**config.mk**
```make
export PLATFORM = sky130hd
export DESIGN_NAME = hdmi_video_timing_flat
export DESIGN_NICKNAME = d
export VERILOG_FILES = /design/src/rtl/hdmi_video_timing_pkg.sv /design/src/rtl/hdmi_video_timing_if.sv /design/src/rtl/hdmi_video_timing_pattern_gen.sv /design/src/rtl/hdmi_video_timing.sv /design/src/flat_wrapper.sv
export SDC_FILE = /design/constraint.sdc
export NUM_CORES = 1
export LEC_CHECK = 0
export CORE_MARGIN = 10
export CORE_UTILIZATION = 39
export DETAILED_ROUTE_END_ITERATION = 16
export GPL_ROUTABILITY_DRIVEN = 0
export GPL_TIMING_DRIVEN = 0
export PLACE_DENSITY = 0.63
export SYNTH_ARGS = -nofsm -noshare
export SYNTH_HDL_FRONTEND = slang
export SYNTH_SLANG_ARGS = --single-unit
```
**constraint.sdc**
```tcl
create_clock -name clk_in -period 3.5 [get_ports clk_in]
set_clock_uncertainty 0.05 [all_clocks]
set_input_delay 0.875 -clock clk_in [delete_from_list [all_inputs] [get_ports clk_in]]
set_output_delay 0.875 -clock clk_in [all_outputs]
set_load 0.01 [all_outputs]
```
**src/rtl/hdmi_video_timing_pkg.sv**
```systemverilog
// Shared definitions for the HDMI video timing front end: default
// 640x480@60 timing, pattern-mode type, colour-bar table and a clog2 helper.
package hdmi_pkg;

  // Default 640x480@60 timing (pixels / lines)
  localparam int DEF_CLK_DIV  = 10;
  localparam int DEF_H_ACTIVE = 640;
  localparam int DEF_H_FP     = 16;
  localparam int DEF_H_SYNC   = 96;
  localparam int DEF_H_BP     = 48;
  localparam int DEF_V_ACTIVE = 480;
  localparam int DEF_V_FP     = 10;
  localparam int DEF_V_SYNC   = 2;
  localparam int DEF_V_BP     = 33;

  typedef enum logic {
    PAT_BARS  = 1'b0,
    PAT_WHITE = 1'b1
  } pat_mode_e;

  // {R,G,B} on/off per bar, left to right:
  // white, yellow, cyan, green, magenta, red, blue, black
  localparam logic [2:0] BAR_RGB [0:7] = '{
    3'b111, 3'b110, 3'b011, 3'b010, 3'b101, 3'b100, 3'b001, 3'b000
  };

  // Bits needed to hold values 0..value-1 (at least 1)
  function automatic int clog2(input int value);
    int res;
    int rem;
    res = 0;
    rem = value - 1;
    while (rem > 0) begin
      res = res + 1;
      rem = rem >> 1;
    end
    if (res < 1) begin
      res = 1;
    end
    return res;
  endfunction

endpackage

```
**src/rtl/hdmi_video_timing_if.sv**
```systemverilog
// Video output bundle from the timing generator to the TMDS encoders.
interface hdmi_video_timing_if #(
  parameter int X_W     = 10,
  parameter int Y_W     = 10,
  parameter int COLOR_W = 8
);
  logic               pixel_clk;
  logic               pix_en;
  logic               hsync;
  logic               vsync;
  logic               de;
  logic [X_W-1:0]     x;
  logic [Y_W-1:0]     y;
  logic               frame_start;
  logic [COLOR_W-1:0] red;
  logic [COLOR_W-1:0] green;
  logic [COLOR_W-1:0] blue;

  modport master (
    output pixel_clk, pix_en, hsync, vsync, de, x, y, frame_start, red, green, blue
  );

  modport slave (
    input pixel_clk, pix_en, hsync, vsync, de, x, y, frame_start, red, green, blue
  );
endinterface

```
**src/rtl/hdmi_video_timing_pattern_gen.sv**
```systemverilog
// Combinational test-pattern source: maps column, data-enable and mode to RGB.
// Bar index is found by counting passed bar boundaries, so no divider is needed.
module hdmi_pattern_gen
  import hdmi_pkg::*;
#(
  parameter int H_ACTIVE = 640,
  parameter int COLOR_W  = 8,
  parameter int X_W      = 10
) (
  input  logic [X_W-1:0]     x,
  input  logic               de,
  input  pat_mode_e          mode,
  output logic [COLOR_W-1:0] red,
  output logic [COLOR_W-1:0] green,
  output logic [COLOR_W-1:0] blue
);

  localparam int BAR_W = H_ACTIVE / 8;

  logic [2:0] bar_s;
  logic [2:0] sel_s;

  // Bar index = number of bar boundaries at or left of x
  always_comb begin
    bar_s = 3'd0;
    for (int k = 1; k < 8; k++) begin
      bar_s = bar_s + {2'b00, (x >= X_W'(k * BAR_W))};
    end
  end

  // Select on/off per component and expand to full component width
  always_comb begin
    sel_s = 3'b000;
    if (!de) begin
      sel_s = 3'b000;
    end else if (mode == PAT_WHITE) begin
      sel_s = 3'b111;
    end else begin
      sel_s = BAR_RGB[bar_s];
    end
    red   = {COLOR_W{sel_s[2]}};
    green = {COLOR_W{sel_s[1]}};
    blue  = {COLOR_W{sel_s[0]}};
  end

endmodule

```
**src/rtl/hdmi_video_timing.sv**
```systemverilog
// HDMI video front end: divides the TMDS bit clock to the pixel rate, runs
// h/v counters, generates sync/DE and a frame-aligned test pattern.
module hdmi_video_timing
  import hdmi_pkg::*;
#(
  parameter int CLK_DIV  = DEF_CLK_DIV,
  parameter int H_ACTIVE = DEF_H_ACTIVE,
  parameter int H_FP     = DEF_H_FP,
  parameter int H_SYNC   = DEF_H_SYNC,
  parameter int H_BP     = DEF_H_BP,
  parameter int V_ACTIVE = DEF_V_ACTIVE,
  parameter int V_FP     = DEF_V_FP,
  parameter int V_SYNC   = DEF_V_SYNC,
  parameter int V_BP     = DEF_V_BP,
  parameter int HS_POL   = 0,
  parameter int VS_POL   = 0,
  parameter int COLOR_W  = 8
) (
  input  logic                clk_in,
  input  logic                rst_in,
  input  logic                btn,
  hdmi_video_timing_if.master vid
);

  localparam int H_TOTAL = H_ACTIVE + H_FP + H_SYNC + H_BP;
  localparam int V_TOTAL = V_ACTIVE + V_FP + V_SYNC + V_BP;
  localparam int X_W     = clog2(H_TOTAL);
  localparam int Y_W     = clog2(V_TOTAL);
  localparam int DIV_W   = clog2(CLK_DIV);
  localparam logic HS_ACT = (HS_POL != 0) ? 1'b1 : 1'b0;
  localparam logic VS_ACT = (VS_POL != 0) ? 1'b1 : 1'b0;

  if ((CLK_DIV < 2) || ((CLK_DIV % 2) != 0) || ((H_ACTIVE % 8) != 0)) begin : g_bad_param
    $error("hdmi_video_timing: CLK_DIV must be even and >= 2, H_ACTIVE a multiple of 8");
  end

  logic [DIV_W-1:0]   div_cnt_r;
  logic               pix_en_r;
  logic               pixel_clk_r;
  logic               btn_meta_r;
  logic               btn_sync_r;
  logic [X_W-1:0]     h_cnt_r;
  logic [Y_W-1:0]     v_cnt_r;
  pat_mode_e          mode_r;
  logic               de_r;
  logic               hsync_r;
  logic               vsync_r;
  logic [X_W-1:0]     x_r;
  logic [Y_W-1:0]     y_r;
  logic               frame_start_r;
  logic [COLOR_W-1:0] red_r;
  logic [COLOR_W-1:0] green_r;
  logic [COLOR_W-1:0] blue_r;

  logic               at_origin_s;
  logic               h_last_s;
  logic               v_last_s;
  logic               de_s;
  logic               hs_act_s;
  logic               vs_act_s;
  pat_mode_e          mode_s;
  logic [COLOR_W-1:0] pat_red_s;
  logic [COLOR_W-1:0] pat_green_s;
  logic [COLOR_W-1:0] pat_blue_s;

  // Bit-clock divider counting 0..CLK_DIV-1
  always_ff @(posedge clk_in or posedge rst_in) begin
    if (rst_in) begin
      div_cnt_r <= DIV_W'(0);
    end else if (div_cnt_r == DIV_W'(CLK_DIV - 1)) begin
      div_cnt_r <= DIV_W'(0);
    end else begin
      div_cnt_r <= div_cnt_r + DIV_W'(1);
    end
  end

  // Pixel strobe and 50% duty pixel clock, both registered off the divider
  always_ff @(posedge clk_in or posedge rst_in) begin
    if (rst_in) begin
      pix_en_r    <= 1'b0;
      pixel_clk_r <= 1'b0;
    end else begin
      pix_en_r    <= (div_cnt_r == DIV_W'(CLK_DIV - 1));
      pixel_clk_r <= (div_cnt_r < DIV_W'(CLK_DIV / 2));
    end
  end

  // Two-flop synchroniser for the asynchronous button
  always_ff @(posedge clk_in or posedge rst_in) begin
    if (rst_in) begin
      btn_meta_r <= 1'b0;
      btn_sync_r <= 1'b0;
    end else begin
      btn_meta_r <= btn;
      btn_sync_r <= btn_meta_r;
    end
  end

  // Decode counter position into timing flags; mode switches only at (0,0)
  always_comb begin
    at_origin_s = (h_cnt_r == X_W'(0)) && (v_cnt_r == Y_W'(0));
    h_last_s    = (h_cnt_r == X_W'(H_TOTAL - 1));
    v_last_s    = (v_cnt_r == Y_W'(V_TOTAL - 1));
    de_s        = (h_cnt_r < X_W'(H_ACTIVE)) && (v_cnt_r < Y_W'(V_ACTIVE));
    hs_act_s    = (h_cnt_r >= X_W'(H_ACTIVE + H_FP)) &&
                  (h_cnt_r <  X_W'(H_ACTIVE + H_FP + H_SYNC));
    vs_act_s    = (v_cnt_r >= Y_W'(V_ACTIVE + V_FP)) &&
                  (v_cnt_r <  Y_W'(V_ACTIVE + V_FP + V_SYNC));
    if (pix_en_r && at_origin_s) begin
      mode_s = pat_mode_e'(btn_sync_r);
    end else begin
      mode_s = mode_r;
    end
  end

  // Horizontal and vertical position counters, stepped once per pixel
  always_ff @(posedge clk_in or posedge rst_in) begin
    if (rst_in) begin
      h_cnt_r <= X_W'(0);
      v_cnt_r <= Y_W'(0);
    end else if (pix_en_r) begin
      if (h_last_s) begin
        h_cnt_r <= X_W'(0);
        v_cnt_r <= v_last_s ? Y_W'(0) : (v_cnt_r + Y_W'(1));
      end else begin
        h_cnt_r <= h_cnt_r + X_W'(1);
      end
    end
  end

  // Pattern mode latched at the start of each frame
  always_ff @(posedge clk_in or posedge rst_in) begin
    if (rst_in) begin
      mode_r <= PAT_BARS;
    end else begin
      mode_r <= mode_s;
    end
  end

  hdmi_pattern_gen #(
    .H_ACTIVE (H_ACTIVE),
    .COLOR_W  (COLOR_W),
    .X_W      (X_W)
  ) u_pattern (
    .x     (h_cnt_r),
    .de    (de_s),
    .mode  (mode_s),
    .red   (pat_red_s),
    .green (pat_green_s),
    .blue  (pat_blue_s)
  );

  // Video outputs registered from the current position on each pixel strobe
  always_ff @(posedge clk_in or posedge rst_in) begin
    if (rst_in) begin
      de_r    <= 1'b0;
      hsync_r <= ~HS_ACT;
      vsync_r <= ~VS_ACT;
      x_r     <= X_W'(0);
      y_r     <= Y_W'(0);
      red_r   <= COLOR_W'(0);
      green_r <= COLOR_W'(0);
      blue_r  <= COLOR_W'(0);
    end else if (pix_en_r) begin
      de_r    <= de_s;
      hsync_r <= hs_act_s ? HS_ACT : ~HS_ACT;
      vsync_r <= vs_act_s ? VS_ACT : ~VS_ACT;
      x_r     <= h_cnt_r;
      y_r     <= v_cnt_r;
      red_r   <= pat_red_s;
      green_r <= pat_green_s;
      blue_r  <= pat_blue_s;
    end
  end

  // Single-cycle pulse alongside the first appearance of pixel (0,0)
  always_ff @(posedge clk_in or posedge rst_in) begin
    if (rst_in) begin
      frame_start_r <= 1'b0;
    end else begin
      frame_start_r <= pix_en_r && at_origin_s;
    end
  end

  assign vid.pixel_clk   = pixel_clk_r;
  assign vid.pix_en      = pix_en_r;
  assign vid.hsync       = hsync_r;
  assign vid.vsync       = vsync_r;
  assign vid.de          = de_r;
  assign vid.x           = x_r;
  assign vid.y           = y_r;
  assign vid.frame_start = frame_start_r;
  assign vid.red         = red_r;
  assign vid.green       = green_r;
  assign vid.blue        = blue_r;

endmodule

```
**src/flat_wrapper.sv**
```systemverilog
// flat-port wrapper written by rule: the top's interface ports become plain ports
module hdmi_video_timing_flat import hdmi_pkg::*;
#(
  parameter int CLK_DIV  = DEF_CLK_DIV,
  parameter int H_ACTIVE = DEF_H_ACTIVE,
  parameter int H_FP     = DEF_H_FP,
  parameter int H_SYNC   = DEF_H_SYNC,
  parameter int H_BP     = DEF_H_BP,
  parameter int V_ACTIVE = DEF_V_ACTIVE,
  parameter int V_FP     = DEF_V_FP,
  parameter int V_SYNC   = DEF_V_SYNC,
  parameter int V_BP     = DEF_V_BP,
  parameter int HS_POL   = 0,
  parameter int VS_POL   = 0,
  parameter int COLOR_W  = 8
)
  (clk_in, rst_in, btn, vid_pixel_clk, vid_pix_en, vid_hsync, vid_vsync, vid_de, vid_x, vid_y, vid_frame_start, vid_red, vid_green, vid_blue);
  hdmi_video_timing_if #(.X_W((clog2(800))), .Y_W((clog2(525))), .COLOR_W(COLOR_W)) vid_i ();
  input  logic clk_in;
  input  logic rst_in;
  input  logic btn;
  output wire logic [$bits(vid_i.pixel_clk)-1:0] vid_pixel_clk;
  output wire logic [$bits(vid_i.pix_en)-1:0] vid_pix_en;
  output wire logic [$bits(vid_i.hsync)-1:0] vid_hsync;
  output wire logic [$bits(vid_i.vsync)-1:0] vid_vsync;
  output wire logic [$bits(vid_i.de)-1:0] vid_de;
  output wire logic [$bits(vid_i.x)-1:0] vid_x;
  output wire logic [$bits(vid_i.y)-1:0] vid_y;
  output wire logic [$bits(vid_i.frame_start)-1:0] vid_frame_start;
  output wire logic [$bits(vid_i.red)-1:0] vid_red;
  output wire logic [$bits(vid_i.green)-1:0] vid_green;
  output wire logic [$bits(vid_i.blue)-1:0] vid_blue;
  assign vid_pixel_clk = vid_i.pixel_clk;
  assign vid_pix_en = vid_i.pix_en;
  assign vid_hsync = vid_i.hsync;
  assign vid_vsync = vid_i.vsync;
  assign vid_de = vid_i.de;
  assign vid_x = vid_i.x;
  assign vid_y = vid_i.y;
  assign vid_frame_start = vid_i.frame_start;
  assign vid_red = vid_i.red;
  assign vid_green = vid_i.green;
  assign vid_blue = vid_i.blue;
  hdmi_video_timing #(.CLK_DIV(CLK_DIV), .H_ACTIVE(H_ACTIVE), .H_FP(H_FP), .H_SYNC(H_SYNC), .H_BP(H_BP), .V_ACTIVE(V_ACTIVE), .V_FP(V_FP), .V_SYNC(V_SYNC), .V_BP(V_BP), .HS_POL(HS_POL), .VS_POL(VS_POL), .COLOR_W(COLOR_W)) u_core (.clk_in(clk_in), .rst_in(rst_in), .btn(btn), .vid(vid_i));
endmodule
```
# Word level (Yosys, flattened, before mapping)
# Memories as Yosys holds them, arrays and structs flattened.
# Index checks and enable logic that the tools add are counted.
[totals] word_cells=64 in_bits=3 romBits=24 ff_bits=56 memories=1
[classes] reduce_logical=8 eq_ne=3 magnitude_cmp=15 n_addsub=9 n_bitwise=1 n_mux=10
[memory_table] memory="(name not given)" depth=8 word_bits=3 read_ports=1 rd_ports_with_merged_regs=0 write_ports=0 line="hdmi_video_timing_pattern_gen.sv:39" source="sel_s = BAR_RGB[bar_s];"
[ops] cell="greater-or-equal comparator 10 x 9 -> 1 bit (second input constant)" count=4
[ops] cell="adder 10 x 1 -> 10 bit (second input constant)" count=2
[ops] cell="== test 10 bit (second input constant)" count=2
[ops] cell="greater-or-equal comparator 10 bit (second input constant)" count=2
[ops] cell="greater-or-equal comparator 10 x 8 -> 1 bit (second input constant)" count=2
[ops] cell="zero test 10 bit" count=2
[ops] cell="< comparator 10 bit (second input constant)" count=2
[ops] cell="< comparator 10 x 9 -> 1 bit (second input constant)" count=2
[ops] cell="two-way mux 10 bit" count=2
[ops] cell="adder 3 x 1 -> 3 bit" count=4
[ops] cell="two-way mux 3 bit" count=4
[ops] cell="greater-or-equal comparator 10 x 7 -> 1 bit (second input constant)" count=1
[ops] cell="logical AND 1 bit" count=5
[ops] cell="adder 4 x 1 -> 4 bit (second input constant)" count=1
[ops] cell="== test 4 bit (second input constant)" count=1
[ops] cell="greater-or-equal comparator 4 bit (second input constant)" count=1
[ops] cell="< comparator 4 x 3 -> 1 bit (second input constant)" count=1
[ops] cell="two-way mux 4 bit" count=1
[ops] cell="NOT 3 -> 4 bit" count=1
[ops] cell="adder 2 x 1 -> 3 bit" count=1
[ops] cell="two-way mux 1 bit" count=3
[ops] cell="adder 1 x 1 -> 2 bit" count=1
[ops] cell="AND reduction 2 bit" count=1

# Logic depth before layout (Yosys ltp)
[logic_depth] depth_word=13 mapped_depth=11

# Hierarchy
# From an unflattened synthesis, not the netlist that was laid out.
[hier_totals] hier_cells=297 area_unflattened_um2=3678.5
[modules_own_cells] module="hdmi_video_timing" instances=1 area_per_inst_um2=3329.4 cells_per_inst=254
[modules_own_cells] module="hdmi_pattern_gen" instances=1 area_per_inst_um2=349.1 cells_per_inst=43

# Least setup slack after synthesis
# Ideal clock, no wire load.
[synth_path] path_type="flip-flop to flip-flop" from="register u_core.h_cnt_r[9]" to="register, netlist name u_core.vid.red[0]" setup_ps=140 synth_period_minus_slack_ps=3605 path_slack_ps=-105 arrival_ps=3416 path_stages_with_launch=12 path_cell_list="dfrtp_1 -> clkbuf_1 -> or2_2 -> nor2_1 -> nand2_1 -> fa_1 -> inv_1 -> fa_1 -> fa_1 -> fa_1 -> a2111oi_0 -> a211oi_1"
[synth_via] elab_chain_cells=13 word_cells_on_any_way=25 classes_between="6 x add/sub; 8 x order compare; 5 x mux; 1 x bitwise; 4 x reduce/logical; 1 x memory"
[synth_rtl] element="from (decl)" line="hdmi_video_timing.sv:42" source="logic [X_W-1:0] h_cnt_r;"
[synth_rtl] element="from (signal assigned)" line="hdmi_video_timing.sv:126" source="h_cnt_r <= h_cnt_r + X_W'(1);"
[synth_rtl] element="greater-or-equal comparator 10 x 7 -> 1 bit or greater-or-equal comparator 10 x 8 -> 1 bit (tied branches)" line="hdmi_video_timing_pattern_gen.sv:27" source="bar_s = bar_s + {2'b00, (x >= X_W'(k * BAR_W))};"
[synth_rtl] element="adder 1 x 1 -> 2 bit" line="hdmi_video_timing_pattern_gen.sv:27"
[synth_rtl] element="adder 2 x 1 -> 3 bit" line="hdmi_video_timing_pattern_gen.sv:27"
[synth_rtl] element="adder 3 x 1 -> 3 bit (4 in a row)" line="hdmi_video_timing_pattern_gen.sv:27"
[synth_rtl] element="NOT 3 -> 4 bit (implied by the code)" line="hdmi_video_timing_pattern_gen.sv:39"
[synth_rtl] element="memory read (8 x 3 bit)"
[synth_rtl] element="two-way mux 3 bit (implied by the code) (2 in a row)" line="hdmi_video_timing_pattern_gen.sv:39"
[synth_rtl] element="two-way mux 3 bit" line="hdmi_video_timing_pattern_gen.sv:36" source="end else if (mode == PAT_WHITE) begin"
[synth_rtl] element="two-way mux 3 bit *" line="hdmi_video_timing_pattern_gen.sv:34" source="if (!de) begin"
# Mark *: on every way between the ends. The rest lies on a longest branch, timed or not. The select of a mux whose other input is x is not followed.
# A chain may end at the register's enable or synchronous reset.

# Worst setup path in the final report
[layout_path] from="register u_core.h_cnt_r[9]" to="register, netlist name u_core.vid.red[0]"
[layout_via] elab_chain_cells=13 word_cells_on_any_way=25 classes_between="6 x add/sub; 8 x order compare; 5 x mux; 1 x bitwise; 4 x reduce/logical; 1 x memory"
[layout_rtl] element="greater-or-equal comparator 10 x 7 -> 1 bit or greater-or-equal comparator 10 x 8 -> 1 bit (tied branches)" line="hdmi_video_timing_pattern_gen.sv:27"
[layout_rtl] element="adder 1 x 1 -> 2 bit" line="hdmi_video_timing_pattern_gen.sv:27"
[layout_rtl] element="adder 2 x 1 -> 3 bit" line="hdmi_video_timing_pattern_gen.sv:27"
[layout_rtl] element="adder 3 x 1 -> 3 bit (4 in a row)" line="hdmi_video_timing_pattern_gen.sv:27"
[layout_rtl] element="NOT 3 -> 4 bit (implied by the code)" line="hdmi_video_timing_pattern_gen.sv:39"
[layout_rtl] element="memory read (8 x 3 bit)"
[layout_rtl] element="two-way mux 3 bit (implied by the code) (2 in a row)" line="hdmi_video_timing_pattern_gen.sv:39"
[layout_rtl] element="two-way mux 3 bit" line="hdmi_video_timing_pattern_gen.sv:36"
[layout_rtl] element="two-way mux 3 bit *" line="hdmi_video_timing_pattern_gen.sv:34"
# Marked as above.

==> impl_metrics.toml <==
[synth]
synth_edf_count = 0
seq_area_frac_synth_pct = 49.1
ys_ff_latch = 56
synth.largest_area_cell = "dfrtp_1"
mappedNetlistArea_sq_mm = 0.00286
synth_warnings = 0
syn_area_per_cell_sq_um = 10.7
synth_cell_type_count = 44
syn_inst = 268
synthArstFlopShare_pct = 100
synth_top_cell_area_share_pct = 47.3
synth_top_flop_cell = "dfrtp_1"
synth_nets = 279
synthTopCellsByArea = "dfrtp_1, mux2_2, buf_4"

[timing]
period_share_pct = 95.1
tightest_slew_ps = 1200
holdWs_ps = 324
min_period_ps = 3330
rsz0062_at_grt = "false"
maxSlewViolCount = 0
fmax_mhz = 300
setup_viol = 0
relSlewSlack_pct = 19.4
hold_viol_final = 0

[global_routing]
grt_use_total_pct = 11.7
grt-ovfl-total = 0
antenna_found_initial = 0
grt_max_degree = 31
grt_pass1_vias = 2205
grt_pass1_wl_microns = 11000

[critical_path]
end_kind = "register"
rr_startpoint = "u_core.h_cnt_r[9]"
start_kind = "register"
reg2reg_slack_ps = 170
crit_arrival_ps = 3500
worstSetupPathType = "register to register"
cp_max_fo = 5
ff2ff_path_depth = 11
required_ps = 3670
r2r_end = "u_core.vid.red[0]"

[detailed_routing]
firstDrtPassIters = 4
totalWireLength_microns = 6280
drt_iter0_drc = 73
postRouteAntennaNets = 0
via_count = 2150
avgViaCountPerCell = 4.98
wl_per_cell_microns = 14.5
drc = 0

[pwr]
static-leakage-power_uw = 0.00158
power_density_mw_per_mm2 = 279
p_switching_uw = 224
clkPwrFrac_pct = 35.7
p_seq_share_pct = 62.6
ir_worst_vdd_v = 0.000194
p_sw_share_pct = 21.6
p_int_uw = 814
combPwrFrac_pct = 1.7

[floorplan]
fp.dieH_microns = 106
die_area_sq_mm = 0.0112
initial_core_util_pct = 39.8
rows = 31
core-area_sq_mm = 0.00718
io_pins = 53
die_x_microns = 106

[clock_tree]
tritoncts = "yes"
cts_buffers = 5
cts_buffer_depth = 2
cts.clk_slew.worst_paths_ps = 90
hold_buffers = 0
root_buffer = "clkbuf_8"
cts_sinks = 56
ctsHtreeMaxLevel = 2
clk_latency_ps = 310

[cells_and_area]
drive_above_1_share_pct = 23.7
area.sequential_sq_mm = 0.00141
fin_cells = 432
multiInputGateArea_sq_mm = 0.00124
nets = 343
area.growth.synth_to_final_pct = 30.2
fillers = 649
num_antenna_cells = 0

[min_path]
worstHoldPathCells = 0
worstHoldPathType = "register to register"
hold_path_end = "u_core.btn_sync_r"
hp-start = "u_core.btn_meta_r"

[run]
max_cap_violations = 0

[placed_design]
portBuffers = 52
hpwl_microns = 4660
dp_cells = 420

[status]
status = "finished, final reports clean"
## worst max path at each step
stage,from,end,slack [ps],cells after the start
after CTS,u_core.h_cnt_r[9],u_core.vid.red[0],30,11
final,u_core.h_cnt_r[9],u_core.vid.red[0],170,11
after global routing,u_core.h_cnt_r[8],u_core.vid.red[0],30,10
after floorplan,u_core.h_cnt_r[9],u_core.vid.red[0],20,11
after global placement,u_core.h_cnt_r[9],u_core.vid.red[0],-120,11
after detailed placement,u_core.h_cnt_r[9],u_core.vid.green[0],-190,11
## kinds of logic after synthesis
group                      after synthesis  synth area share [%]
adders and majority gates                8                  4.55
xor gates and xnor gates                13                  3.98
DFF                                     56                  49.1
buffers and inverters                   47                  9.24
and+or+nand+nor                         89                  17.2
AOI/OAI and AO/OA                       33                  7.27
muxes                                   22                  8.63
## sequential cells by signal, indices dropped and copies added, names as in the netlist, 4 cells and up
signal	flops
u_core.vid.y	10
u_core.vid.x	10
u_core.v_cnt_r	10
u_core.div_cnt_r	4
u_core.h_cnt_r	10
## cell type report
class	count	share of cell area, %
Multi-Input combinational cell	165	33.4
Inverter	13	1.31
Sequential cell	56	37.8
Clock buffer	7	2.32
Buffer	32	5.88
Tap cell	99	3.33
Clock inverter	1	0.202
Timing Repair Buffer	59	15.7
## power by group through the flow
stage	registers, uW	clock network [uW]	logic (uW)
after floorplan	662	0	9.98
after global placement	663	0	16.5
after detailed placement	663	0	19.1
after CTS	650	382	19.1
after global routing	651	411	20.9
final	650	371	17.8
## synth_stat cells, types with 4 or more instances
cell type  count
nor2b_1        6
ha_1           4
nand3_1       12
clkbuf_1      11
inv_1         13
buf_4         21
nand2_1       12
a211oi_1       4
mux2_2        21
a21oi_1        7
nand4_1        6
nor2_1        17
nor4_1         7
nor3_1         9
o21ai_0       12
xor2_1         6
fa_1           4
xnor2_1        7
and3_1         4
dfrtp_1       54
## routing by layer
metal	track usage [%]	wire length (microns)
met1	15.0	2880
met2	18.5	2950
met3	3.78	385
met4	2.90	60
met5	0	0
## per-stage QoR
step | total power [uW] | util [%] | TNS (ps) | setup WS, ps | cell area, sq um
4_1_cts | 1050 | 50.7 | 0 | 33.0 | 3640
3_3_place_gp | 679 | 49.0 | -230 | -123 | 3520
3_5_place_dp | 682 | 49.3 | -371 | -189 | 3540
6_report | 1040 | 51.9 | 0 | 170 | 3720
2_1_floorplan | 672 | - | 0 | 19.0 | 2870
5_1_grt | 1080 | 51.9 | 0 | 30.8 | 3720
## timing repair
item / 4_1_cts / 5_1_grt
pin swaps: 3 / 7
setup buffers: 0 / 6
gates cloned: 0 / 0
endpoints found under the setup margin: 2 / 3
resized for setup: 4 / 17
## worst max-delay path, cell delays in order (launching register included)
cell      delay [ps]
dfrtp_1          400
buf_6            130
or2_4            250
nor2_4           120
nand2_2           60
fa_1             480
inv_1             60
fa_1             490
fa_2             360
fa_2             590
nor3_1            50
a211oi_1         190
## placed cells by master, fill, tap and decap left out, drive strengths merged, types with 7 or more instances in the layout
cell           instances
clkdlybuf4s50         52
dfrtp                 54
mux2                  21
a21oi                  7
xnor2                  7
nand3                 12
nand2                 13
clkbuf                14
o21ai                 12
nor4                   7
buf                   32
inv                   13
nor3                   9
nor2                  17
Note: power is estimated with default switching activity, not from simulation.
